### src/rtl/pipe_pkg.sv
// Shared definitions for the pipeline stage buffers: skid FSM encodings, bubble
// payload and the MEM/WB payload field layout.
package pipe_pkg;

    typedef enum logic [1:0] {
        ST_EMPTY = 2'b00,
        ST_ONE   = 2'b01,
        ST_TWO   = 2'b10
    } skid_state_e;

    localparam int WORD_W = 32;

    // MEM/WB payload layout, low word first
    localparam int IR_LO  = 0;
    localparam int PC4_LO = 32;
    localparam int AO_LO  = 64;
    localparam int DR_LO  = 96;
    localparam int MD_LO  = 128;

    localparam int IFID_DW  = 2 * WORD_W;
    localparam int IDEX_DW  = 4 * WORD_W;
    localparam int EXMEM_DW = 4 * WORD_W;
    localparam int MEMWB_DW = 5 * WORD_W;

    // All-zero IR decodes as sll $0,$0,0, so a zero payload is a nop bubble.
    localparam logic [MEMWB_DW-1:0] NOP_PAYLOAD = '0;

    typedef struct packed {
        logic [WORD_W-1:0] md;
        logic [WORD_W-1:0] dr;
        logic [WORD_W-1:0] ao;
        logic [WORD_W-1:0] pc4;
        logic [WORD_W-1:0] ir;
    } memwb_t;

    function automatic logic [MEMWB_DW-1:0] pack_memwb(
        input logic [WORD_W-1:0] ir,
        input logic [WORD_W-1:0] pc4,
        input logic [WORD_W-1:0] ao,
        input logic [WORD_W-1:0] dr,
        input logic [WORD_W-1:0] md
    );
        logic [MEMWB_DW-1:0] p;
        p = NOP_PAYLOAD;
        p[IR_LO  +: WORD_W] = ir;
        p[PC4_LO +: WORD_W] = pc4;
        p[AO_LO  +: WORD_W] = ao;
        p[DR_LO  +: WORD_W] = dr;
        p[MD_LO  +: WORD_W] = md;
        return p;
    endfunction

    function automatic logic [WORD_W-1:0] memwb_field(
        input logic [MEMWB_DW-1:0] p,
        input int                  lo
    );
        return p[lo +: WORD_W];
    endfunction

endpackage

### src/rtl/pipe_skid_ctl.sv
// Control for the 2-entry skid variant: occupancy FSM, valid bits and the
// load/clear enables for the main and skid payload registers.
//
//   state    | meaning
//   ---------+---------------------------------------------
//   ST_EMPTY | no beat held, main and skid payloads zero
//   ST_ONE   | main holds the oldest beat, skid empty
//   ST_TWO   | main holds the oldest beat, skid the next one
module pipe_skid_ctl
    import pipe_pkg::*;
(
    input  logic clk,
    input  logic reset,
    input  logic flush,
    input  logic in_valid,
    input  logic out_ready,
    output logic in_ready,
    output logic main_valid,
    output logic main_load_in,
    output logic main_load_skid,
    output logic main_clear,
    output logic skid_load_in,
    output logic skid_clear
);

    skid_state_e state;
    logic        skid_valid;
    logic        accept;
    logic        pop;

    assign in_ready = ~flush & ~skid_valid;
    assign accept   = in_valid & in_ready;
    assign pop      = main_valid & out_ready;

    always_comb begin
        main_load_in   = 1'b0;
        main_load_skid = 1'b0;
        main_clear     = 1'b0;
        skid_load_in   = 1'b0;
        skid_clear     = 1'b0;
        case (state)
            ST_EMPTY: main_load_in = accept;
            ST_ONE: begin
                main_load_in = accept & pop;
                skid_load_in = accept & ~pop;
                main_clear   = pop & ~accept;
            end
            ST_TWO: begin
                main_load_skid = pop;
                skid_clear     = pop;
            end
            default: ;
        endcase
    end

    always_ff @(posedge clk) begin
        if (reset || flush) begin
            state      <= ST_EMPTY;
            main_valid <= 1'b0;
            skid_valid <= 1'b0;
        end else begin
            case (state)
                ST_EMPTY: begin
                    if (accept) begin
                        state      <= ST_ONE;
                        main_valid <= 1'b1;
                    end
                end
                ST_ONE: begin
                    if (accept && !pop) begin
                        state      <= ST_TWO;
                        skid_valid <= 1'b1;
                    end else if (pop && !accept) begin
                        state      <= ST_EMPTY;
                        main_valid <= 1'b0;
                    end
                end
                ST_TWO: begin
                    if (pop) begin
                        state      <= ST_ONE;
                        skid_valid <= 1'b0;
                    end
                end
                default: begin
                    state      <= ST_EMPTY;
                    main_valid <= 1'b0;
                    skid_valid <= 1'b0;
                end
            endcase
        end
    end

endmodule

### src/rtl/pipe_stage_buf.sv
// Parametrised pipeline stage register with valid/ready handshake, flush,
// optional 2-entry skid buffer and a saturating stall counter.
module pipe_stage_buf
    import pipe_pkg::*;
#(
    parameter int DW    = 160,
    parameter int SKID  = 0,
    parameter int CNT_W = 16
) (
    input  logic             clk,
    input  logic             reset,
    input  logic             flush,
    input  logic             in_valid,
    output logic             in_ready,
    input  logic [DW-1:0]    in_data,
    output logic             out_valid,
    input  logic             out_ready,
    output logic [DW-1:0]    out_data,
    output logic [CNT_W-1:0] stall_cnt
);

    localparam logic [DW-1:0] BUBBLE = DW'(NOP_PAYLOAD);

    logic          main_valid;
    logic [DW-1:0] main_data;

    generate
        if (SKID != 0) begin : g_skid
            logic          main_load_in;
            logic          main_load_skid;
            logic          main_clear;
            logic          skid_load_in;
            logic          skid_clear;
            logic [DW-1:0] skid_data;

            pipe_skid_ctl u_ctl (
                .clk            (clk),
                .reset          (reset),
                .flush          (flush),
                .in_valid       (in_valid),
                .out_ready      (out_ready),
                .in_ready       (in_ready),
                .main_valid     (main_valid),
                .main_load_in   (main_load_in),
                .main_load_skid (main_load_skid),
                .main_clear     (main_clear),
                .skid_load_in   (skid_load_in),
                .skid_clear     (skid_clear)
            );

            always_ff @(posedge clk) begin
                if (reset || flush) begin
                    main_data <= BUBBLE;
                    skid_data <= BUBBLE;
                end else begin
                    if (main_load_in) begin
                        main_data <= in_data;
                    end else if (main_load_skid) begin
                        main_data <= skid_data;
                    end else if (main_clear) begin
                        main_data <= BUBBLE;
                    end
                    if (skid_load_in) begin
                        skid_data <= in_data;
                    end else if (skid_clear) begin
                        skid_data <= BUBBLE;
                    end
                end
            end
        end else begin : g_single
            logic accept;
            logic pop;

            // in_ready looks through to out_ready so a full register can refill as it drains
            assign in_ready = ~flush & (out_ready | ~main_valid);
            assign accept   = in_valid & in_ready;
            assign pop      = main_valid & out_ready;

            always_ff @(posedge clk) begin
                if (reset || flush) begin
                    main_valid <= 1'b0;
                    main_data  <= BUBBLE;
                end else if (accept) begin
                    main_valid <= 1'b1;
                    main_data  <= in_data;
                end else if (pop) begin
                    main_valid <= 1'b0;
                    main_data  <= BUBBLE;
                end
            end
        end
    endgenerate

    // Counts across flush too; only reset clears it.
    always_ff @(posedge clk) begin
        if (reset) begin
            stall_cnt <= '0;
        end else if (main_valid && !out_ready && !(&stall_cnt)) begin
            stall_cnt <= stall_cnt + CNT_W'(1);
        end
    end

    assign out_valid = main_valid;
    assign out_data  = main_data;

endmodule

### config.mk
export PLATFORM = sky130hd
export DESIGN_NAME = pipe_stage_buf
export DESIGN_NICKNAME = d
export VERILOG_FILES = /design/src/rtl/pipe_pkg.sv /design/src/rtl/pipe_skid_ctl.sv /design/src/rtl/pipe_stage_buf.sv
export SDC_FILE = /design/constraint.sdc
export NUM_CORES = 1
export LEC_CHECK = 0
export BUFFER_PORTS_ARGS = -buffer_cell sky130_fd_sc_hd__buf_4
export CORE_AREA = 2 2 132 134
export CTS_BUF_LIST = sky130_fd_sc_hd__clkbuf_16
export CTS_CLUSTER_SIZE = 25
export DETAILED_ROUTE_END_ITERATION = 7
export DIE_AREA = 0 0 134 136
export PLACE_DENSITY = 0.68
export SLEW_MARGIN = 10
export SYNTH_ARGS = -nofsm -noshare
export SYNTH_HDL_FRONTEND = slang
export SYNTH_SLANG_ARGS = --single-unit
### constraint.sdc
create_clock -name clk -period 5.3 [get_ports clk]
set_input_delay 0 -clock clk [delete_from_list [all_inputs] [get_ports clk]]
set_output_delay 0 -clock clk [all_outputs]
set_load 0.01 [all_outputs]
After elaboration in Yosys (flattened, before gate mapping) --
Cells that the tools add are included.
Storage, ports and cells: input port bits 165, register bits after elaboration 177, output and inout port bits 178, word-level logic and storage cells 21
Operators by class: multiplexer cells 4, reductions and logical operators 7, add/sub/neg operators 1, bitwise gates (word level) 6
Operators with widths (number):
- two-way mux 160 bit | 2
- adder 16 x 1 -> 16 bit, second input constant | 1
- AND reduction 16 bit | 1
- bitwise AND 1 bit | 3
- logical AND 1 bit | 2
- zero test 1 bit | 2
- two-way mux 1 bit | 2
- NOT 1 bit | 2
- nonzero test 2 bit | 1
- logical OR 1 bit | 1
- OR 1 bit | 1

Logic depth before layout (Yosys ltp) --
Gate-level depths: netlist of run 1.
word-level depth 5, mapped depth 9, depth with buffers taken out 6

Worst setup path after synthesis of run 1 --
No wires, ideal clock.
kind register to register, start register stall_cnt[2], end register stall_cnt[15], buffers on the path 0, required time 5.179 ns, arrival time 1.708 ns, period minus slack after synthesis 1.829 ns, setup time 0.121 ns, slack 3.471 ns, stages on the path, launching flop included 6, path through dfxtp_1 -> nand4_2 -> or3_4 -> nor4_4 -> nand3_2 -> mux2_4
Between the ends: longest elaborated chain between the ends 3, elaborated cells between the ends (all ways) 4, those cells by class 1 x add/sub; 3 x reduce/logical
RTL lines:
- from (decl) | line pipe_stage_buf.sv:19 | output logic [CNT_W-1:0] stall_cnt
- from (signal assigned) | line pipe_stage_buf.sv:99 | stall_cnt <= stall_cnt + CNT_W'(1);
- branches (longest 3 deep; another with adder 16 x 1 -> 16 bit)
Parallel ways; which one is timed is not known. A chain may end at the register's enable or synchronous reset.

Worst setup path after layout of run 1 --
start register main_valid (netlist: out_valid), end register main_data[83] (netlist: out_data[83])
Between the ends: longest elaborated chain between the ends 5, elaborated cells between the ends (all ways) 7, those cells by class 1 x mux; 5 x bitwise; 1 x reduce/logical
RTL lines:
- from (decl) | line pipe_stage_buf.sv:24 | logic main_valid;
- from (signal assigned) | line pipe_stage_buf.sv:81 | main_valid <= 1'b0;
- from (signal assigned) | line pipe_stage_buf.sv:84 | main_valid <= 1'b1;
- from (signal assigned) | line pipe_stage_buf.sv:87 | main_valid <= 1'b0;
- NOT 1 bit | line pipe_stage_buf.sv:75 | assign in_ready = ~flush & (out_ready | ~main_valid);
- OR 1 bit | line pipe_stage_buf.sv:75
- bitwise AND 1 bit | line pipe_stage_buf.sv:75
- bitwise AND 1 bit | line pipe_stage_buf.sv:76 | assign accept = in_valid & in_ready;
- two-way mux 160 bit or nonzero test 2 bit (tied branches)
- to (signal assigned) | line pipe_stage_buf.sv:85 | main_data <= in_data;
- to (decl) | line pipe_stage_buf.sv:25 | logic [DW-1:0] main_data;
Several ways; a longest one is shown, not always the timed one.

==> impl_metrics.toml, run 1 <==
[outcome]
status = "finished clean"

[timing]
hold_viol_final = 0
post-route-min-period_ps = 2954
finalSetupViolations = 0
tns_ps = 0
fin_crit_sh = 0.5574
hold_slack_ps = 34.78
drv_slew = 0
tightest_slew_ps = 1041
slew-limit-headroom = 0.3043
rsz0062_at_grt = "false"
max_freq_mhz = 338.5
skew_ps = 7.109

[layout]
regArea_um2 = 3543
nNetsFinal = 1273
n_antenna_cell = 0
synthToLayoutAreaGrowth_pct = 81.07
multi_input_area_um2 = 2318
fin_util = 0.6551
final_cell_area_um2 = 11060
fill_cells = 1233
drive_gt1_frac = 0.3476

[global_route]
grt-ovfl-total = 0
grt_usage = 0.2318
grt_first_pass_wirelength_mm = 33.71
grt_max_degree = 86
grt_antenna_before_repair = 0
grt_pass1_vias = 6534

[clock_network]
clock_path_buffers = 2
cts_tree = "yes"
ctsResizeCount = 0
clock_latency_ps = 420
cts_root_buf = "clkbuf_16"
clk_pin_slew_worst_paths_ps = 70
cts_setup_buffers = 0
cts_buffers = 17
cts_sinks = 177
htree_levels = 4

[synthesis]
async_reset_ff_frac = 0
syn-cell-area_um2 = 6106
seq_area_frac_synth = 0.5803
synth_common_cells = "nor2_1, dfxtp_1, a22oi_1"
synth_edf_count = 0
synth_nets = 801
synth_most_common_cell = "nor2_1"
synth_ff_type = "dfxtp_1"
syn_avg_cell_area_um2 = 9.616
synth_top_area_share = 0.5803
synth-seq-cells = 177
synth_area_leaders = "dfxtp_1, a22oi_1, nor2_1, clkbuf_1, buf_2"
syn_inst = 635
ys_types = 38
yosysWarnings = 0
synth_top_area_cell = "dfxtp_1"

[route]
ant_nets = 0
drt-total-wl_mm = 22.19
num_vias = 6699
wl_per_cell_um = 16.51
drc = 0
drt_iter0_drc = 441
first_pass_iters = 5
vias_per_cell = 4.984

[die]
dieArea_um2 = 18220
core_region_area_um2 = 16880
rows = 48
die_h_um = 136
die_w_um = 134
io_pins = 343
start_util = 0.3618

[flow_run]
max-cap-violations = 0

[placed_design]
gp_congestion = 0.8155
place.port_buffers = 342
dpl.hpwl_mm = 13.23
place_area_um2 = 8778

[setup_path]
endpoint_kind = "flip-flop"
path_common_cell = "buf_4"
critical_path.cell_chain = "nor2b_1 > nor3b_2 > buf_4 > buf_4 > a22oi_1 > nor2_1"
crit_fanout = 85
startpoint_type = "flip-flop"
required_ps = 5650
crit_type = "flip-flop to flip-flop"
cp.arrival_ps = 3300
cp_slowest_stage_delay_ps = 860
cp_slowest_cell = "buf_4"

[power]
p_per_area_nw_per_um2 = 286.1
max-vdd-ir-drop_mv = 0.2209
power.total_mw = 3.163
p_leak_nw = 4.742

[hold_path]
min_path_type = "primary input to flip-flop"
-- state kept, by name, summed over array words and instances (netlist names) --
register and flops:
out_data 160, stall_cnt 16, out_valid 1
-- placed cells by master (no fill, tap or decap), types with 2 or more instances in the layout --
cell type and n:
clkinvlp_4 2, xnor2_1 7, nand3_1 4, a31oi_1 2
a22oi_1 160, dfxtp_1 177, inv_1 4, mux2i_1 2
nand4_1 5, bufinv_16 5, dlygate4sd3_1 162, nor4_1 2
a21oi_1 5, nor3_1 2, buf_4 347, nor2_1 178
nand2_1 5, o31ai_1 2, nand2b_1 2, inv_6 5
clkbuf_16 17
-- power by group --
part           leakage (nW)  switching (mW)  internal (mW)
registers              1.43          0.0163           1.36
clock network         0.313           0.549          0.845
logic                  3.00           0.164          0.232
-- per-layer routing --
layer	wire, um	up-vias	global-route usage
li1	-	3194	-
met1	8878	3162	0.2725
met2	11150	296	0.4023
met3	1586	47	0.07196
met4	580	0	0.07742
met5	0	-	0
-- cell families after synthesis --
group / share of synthesized area
AND/OR/NAND/NOR: 0.1447
flip-flops: 0.5803
AO/OA/AOI/OAI: 0.2125
buffers and inverters: 0.04324
XOR/XNOR: 0.01148
multiplexers: 0.005737
adder cells (fa/ha/maj): 0.002049
-- per-stage QoR --
stage	std cells	setup slack, ps
2_1_floorplan	635	3471
3_3_place_gp	1151	2466
3_5_place_dp	1151	2428
4_1_cts	1344	2377
5_1_grt	1344	2141
6_report	1344	2346
-- area by class of cell --
class | instances | area share
multi-input combinational | 397 | 0.2097
clock buffer | 17 | 0.03848
inverter | 4 | 0.001358
clock inverter | 14 | 0.02037
tap | 225 | 0.02546
sequential | 177 | 0.3205
timing repair buffer | 510 | 0.3841
-- critical path: cells and delay by family (launching register included) --
family	cells	cell delay, ps
flip-flops	1	350
AO/OA/AOI/OAI	1	230
buffers and inverters	2	1540
AND/OR/NAND/NOR	3	680
-- timing repair --
item	in CTS	in global routing
hold endpoints to repair	176	0
setup endpoints to repair	0	0
hold buffers	162	0
-- worst paths after layout --
kind	startpoint	end	slack, ps	cells after the start
worst max-delay path	out_valid	out_data[83]	2350	6
worst min-delay path	flush	out_data[40]	30	3
worst max register to register	out_valid	out_data[83]	2350	6
worst min register to register	out_data[63]	out_data[63]	500	2
(Power assumes the default switching activity.)
==> run 2: changes to the inputs <==
--- a/config.mk
+++ b/config.mk
@@ -6,11 +6,11 @@
 export NUM_CORES = 1
 export LEC_CHECK = 0
 export BUFFER_PORTS_ARGS = -buffer_cell sky130_fd_sc_hd__buf_4
-export CORE_AREA = 2 2 132 134
+export CORE_AREA = 2 2 135 137
 export CTS_BUF_LIST = sky130_fd_sc_hd__clkbuf_16
 export CTS_CLUSTER_SIZE = 25
 export DETAILED_ROUTE_END_ITERATION = 7
-export DIE_AREA = 0 0 134 136
+export DIE_AREA = 0 0 137 139
 export PLACE_DENSITY = 0.68
 export SLEW_MARGIN = 10
 export SYNTH_ARGS = -nofsm -noshare
==> constraint.sdc (replaced) <==
create_clock -name clk -period 2.7 [get_ports clk]
set_input_delay 0 -clock clk [delete_from_list [all_inputs] [get_ports clk]]
set_output_delay 0 -clock clk [all_outputs]
set_load 0.01 [all_outputs]
==> impl_metrics.toml, run 2 (synthesis gave the netlist of run 1 again) <==
[outcome]
status = "finished clean"

[global_route]
grt_pass1_vias = 6619
grt_antenna_before_repair = 0
grt_first_pass_wirelength_mm = 33.50
grt_max_degree = 98
grt-ovfl-total = 0
grt_usage = 0.2209

[clock_network]
clock_path_buffers = 2
htree_levels = 4
cts_sinks = 177
ctsResizeCount = 0
clk_pin_slew_worst_paths_ps = 70
clock_latency_ps = 420
cts_root_buf = "clkbuf_16"
cts_tree = "yes"
cts_buffers = 17
cts_setup_buffers = 0

[route]
wl_per_cell_um = 16.24
drt_iter0_drc = 447
vias_per_cell = 4.950
drt-total-wl_mm = 21.98
first_pass_iters = 5
drc = 0
ant_nets = 0
num_vias = 6697

[power]
swShare = 0.2261
p_int_mw = 4.887
p_seq_frac = 0.427
max-vdd-ir-drop_mv = 0.4083
p_per_area_nw_per_um2 = 564.4
p_clk_frac = 0.448
comb_power_share = 0.126
p_leak_nw = 4.812
switching_power_mw = 1.428

[layout]
multi_input_area_um2 = 2313
final_common_cell = "buf_4"
synthToLayoutAreaGrowth_pct = 83.26
final_cell_mix = "buf_4, nor2_1, dfxtp_1"
regArea_um2 = 3543
largest_reg_flops = 160
drive_gt1_frac = 0.3479
final_cells = 1353
fill_cells = 1329
n_antenna_cell = 0
final_cell_area_um2 = 11190
nNetsFinal = 1277

[timing]
skew_ps = 6.490
hold_slack_ps = 47.41
tns_ps = 0
drv_slew = 0
hold_viol_final = 0
max_freq_mhz = 509.0
fin_crit_sh = 0.7276
slew-limit-headroom = 0.6395
setup_ws_ps = 735.4
finalSetupViolations = 0
post-route-min-period_ps = 1965
tightest_slew_ps = 535.9
rsz0062_at_grt = "false"

[die]
die_w_um = 137
rows = 49
start_util = 0.3458
dieArea_um2 = 19040
io_pins = 343
core_region_area_um2 = 17660
die_h_um = 139

[setup_path]
crit_type = "flip-flop to flip-flop"
startpoint_type = "flip-flop"
cp.arrival_ps = 2280
crit_fanout = 6
required_ps = 3020
endpoint_kind = "flip-flop"

[placed_design]
place.port_buffers = 342
dpl.hpwl_mm = 12.79
dp_slack_ps = 790.8
dp.cells = 1159
place_area_um2 = 8889
gp_congestion = 0.8240

[flow_run]
max-cap-violations = 0

[hold_path]
min_path_type = "primary input to flip-flop"
-- run 2: changes by cell type in the layout (fill, tap and decap cells not counted), moves of 2 or more --
cell / delta
buf_12: +6
clkinv_4: +3
buf_4: -2
inv_6: -3
clkinvlp_4: -2
-- run 2: path summary, 6_finish.rpt --
check	from	endpoint	slack [ps]	cells after the start
max reg2reg	stall_cnt[0]	stall_cnt[14]	740	6
min	in_valid	out_valid	50	4
max	stall_cnt[0]	stall_cnt[14]	740	6
min reg2reg	out_data[155]	out_data[155]	500	2
-- run 2: cell type report --
class                   instances  share of cell area
inverters                       4            0.001342
flip-flops and latches        177              0.3167
clock inverters                15             0.02270
multi-input cells             397              0.2068
well taps                     229             0.02561
clock buffers                  17             0.03802
repair buffers                514              0.3889
-- run 2: repair_timing --
item,CTS,global route
endpoints found under the hold margin,176,0
setup endpoints to repair,0,0
hold buffers,162,0
-- run 2: metal layers --
metal  wire length (um)  vias up  track usage
li1                   -     3208            -
met1               8528     3116       0.2534
met4                777        0       0.1020
met2              10860      319       0.3723
met3               1808       54      0.06798
met5                  0        -            0
-- run 2: through the flow --
stage / power (mW) / utilization
floorplan: 3.004 / -
global placement: 3.332 / 0.5034
CTS: 6.368 / 0.6337
finish: 6.315 / 0.6337
detailed placement: 3.338 / 0.5034
global route: 6.550 / 0.6337
-- run 2: power by group through the flow --
stage / registers (mW) / logic, mW / clock network (mW)
3_3_place_gp: 2.75 / 0.583 / 0
4_1_cts: 2.69 / 0.780 / 2.90
5_1_grt: 2.70 / 0.849 / 3.00
2_1_floorplan: 2.77 / 0.231 / 0
6_report: 2.69 / 0.794 / 2.83
3_5_place_dp: 2.75 / 0.589 / 0
-- run 2: critical path: stages (launching register included) --
cell	delay, ps
dfxtp_1	430
ha_1	250
nand4_1	130
nor4_1	490
nor3b_1	320
a31oi_1	120
o21a_1	110
==> run 3: changes to the inputs <==
==> constraint.sdc (replaced) <==
create_clock -name clk -period 1.6 [get_ports clk]
set_input_delay 0 -clock clk [delete_from_list [all_inputs] [get_ports clk]]
set_output_delay 0 -clock clk [all_outputs]
set_load 0.01 [all_outputs]
==> impl_metrics.toml, run 3 (synthesis gave the netlist of run 1 again) <==
[route]
vias_per_cell = 5.108
ant_nets = 0
drc = 0
met1Wirelength_mm = 10.01
drt_iter0_drc = 328
num_vias = 7238
wl_per_cell_um = 18.40
first_pass_iters = 4
routed.top_layer = "met4"
met2WireLength_mm = 13.23
wl_met3_mm = 1.856
drt-total-wl_mm = 26.07

[timing]
skew_ps = 6.361
hold_viol_final = 0
tightest_slew_ps = 535.8
max_freq_mhz = 589.9
post-route-min-period_ps = 1695
setup_ws_ps = -95.13
drv_slew = 0
hold_slack_ps = 97.95
fin_crit_sh = 1.059
finalSetupViolations = 67
slew-limit-headroom = 0.6428
tns_ps = -1814
rsz0062_at_grt = "true"

[die]
die_w_um = 137
io_pins = 343
core_region_area_um2 = 17660
start_util = 0.3458
rows = 49
dieArea_um2 = 19040
die_h_um = 139

[clock_network]
clock_path_buffers = 2
cts_sinks = 177
clock_latency_ps = 420
clk_pin_slew_worst_paths_ps = 70
htree_levels = 4
cts_root_buf = "clkbuf_16"
cts_tree = "yes"
cts_buffers = 17

[flow_run]
max-cap-violations = 0

[power]
max-vdd-ir-drop_mv = 0.6869
switching_power_mw = 2.632
p_clk_frac = 0.401
comb_power_share = 0.163
p_leak_nw = 5.259
p_seq_frac = 0.435
p_per_area_nw_per_um2 = 838.3
swShare = 0.2517
p_int_mw = 7.822

[layout]
synthToLayoutAreaGrowth_pct = 104.2
multi_input_area_um2 = 2910
fill_cells = 1167
largest_reg_flops = 160
nNetsFinal = 1340
drive_gt1_frac = 0.4819
final_common_cell = "buf_4"
fin_util = 0.7062
regArea_um2 = 3557
final_cell_mix = "buf_4, nor2_1, dfxtp_1"

[global_route]
grt_first_pass_wirelength_mm = 34.92
grt_usage = 0.2303
grt_antenna_before_repair = 1
grt_max_degree = 116
grt-ovfl-total = 0
grt_pass1_vias = 7015

[setup_path]
cp.arrival_ps = 2040
cp_slowest_cell = "or4_1"
crit_fanout = 3
rr_worst_depth = 7
cp_top_family = "simple AND/OR/NAND/NOR gates"
r2r_slack_ps = -100
endpoint_kind = "flip-flop"
crit_buf_inv = 1
required_ps = 1950
cp_slowest_stage_delay_ps = 430
regToRegEndpoint = "stall_cnt[5]"
crit-reg2reg-launch = "stall_cnt[0]"
startpoint_type = "flip-flop"
crit_type = "flip-flop to flip-flop"
critical_path.cell_chain = "ha_4 > nand4_1 > nor3_2 > buf_4 > a21o_1 > or4_1 > a21oi_1"

[placed_design]
place.port_buffers = 342
gp_congestion = 0.8045
dpl.hpwl_mm = 13.98

[hold_path]
hold_path.startpoint = "out_ready"
holdPathStages = 5
hold_end = "out_valid"
min_path_type = "primary input to flip-flop"

[outcome]
status = "finished, violations left"
violations = "setup timing"
==> run 3: metal layers <==
metal | GRT usage | up-vias
met1 | 0.2616 | 3512
met4 | 0.1188 | 0
met2 | 0.3878 | 311
met5 | 0 | -
met3 | 0.06725 | 78
li1 | - | 3337
==> run 3: worst reg2reg max path: cells and delay by family (launching register included) <==
family                   cells  cell delay [ps]
AO/OA/AOI/OAI                2              330
buffers and inverters        1              140
AND/OR/NAND/NOR              3              660
flip-flops                   1              350
adder cells (fa/ha/maj)      1              150
==> run 3: metrics by stage <==
stage               cells  setup slack [ps]  instance area (um2)  total power, mW
detailed placement   1203            -49.81                 9298            5.685
floorplan             635            -57.85                 6161            5.074
CTS                  1398            -60.89                11550            10.17
finish               1417            -95.13                12470            10.45
global route         1417            -156.7                12470            10.80
global placement     1203            -7.702                 9298            5.676
==> run 3: area by class of cell <==
type | instances | share of cell area
multi-input combinational | 397 | 0.2334
antenna | 1 | 0.0002007
inverter | 4 | 0.001204
tap | 229 | 0.02298
clock inverter | 15 | 0.01284
timing repair buffer | 577 | 0.4100
sequential | 177 | 0.2853
clock buffer | 17 | 0.03412
==> run 3: power by group through the flow <==
stage | Combinational (mW) | Clock (mW) | Sequential (mW)
detailed placement | 1.05 | 0 | 4.64
global route | 1.80 | 4.44 | 4.56
global placement | 1.04 | 0 | 4.64
floorplan | 0.395 | 0 | 4.68
CTS | 1.38 | 4.25 | 4.54
finish | 1.71 | 4.19 | 4.55
==> run 3: worst max-delay path by stage <==
stage            startpoint            end  slack (ps)  cells after the start
2_1_floorplan  stall_cnt[0]  stall_cnt[15]         -60                      7
3_3_place_gp   stall_cnt[1]  stall_cnt[14]          -8                      6
3_5_place_dp   stall_cnt[0]  stall_cnt[15]         -50                      7
4_1_cts           out_valid  stall_cnt[15]         -60                      5
5_1_grt        stall_cnt[0]   stall_cnt[5]        -160                      7
6_report       stall_cnt[0]   stall_cnt[5]        -100                      7
==> run 3: timing repair <==
action / 4_1_cts / 5_1_grt
hold endpoints to repair: 175 / 0
hold buffers: 161 / 0
setup buffers: 2 / 8
pin swaps: 5 / 14
cloned: 0 / 11
endpoints found under the setup margin: 3 / 130
gates resized for setup: 6 / 129
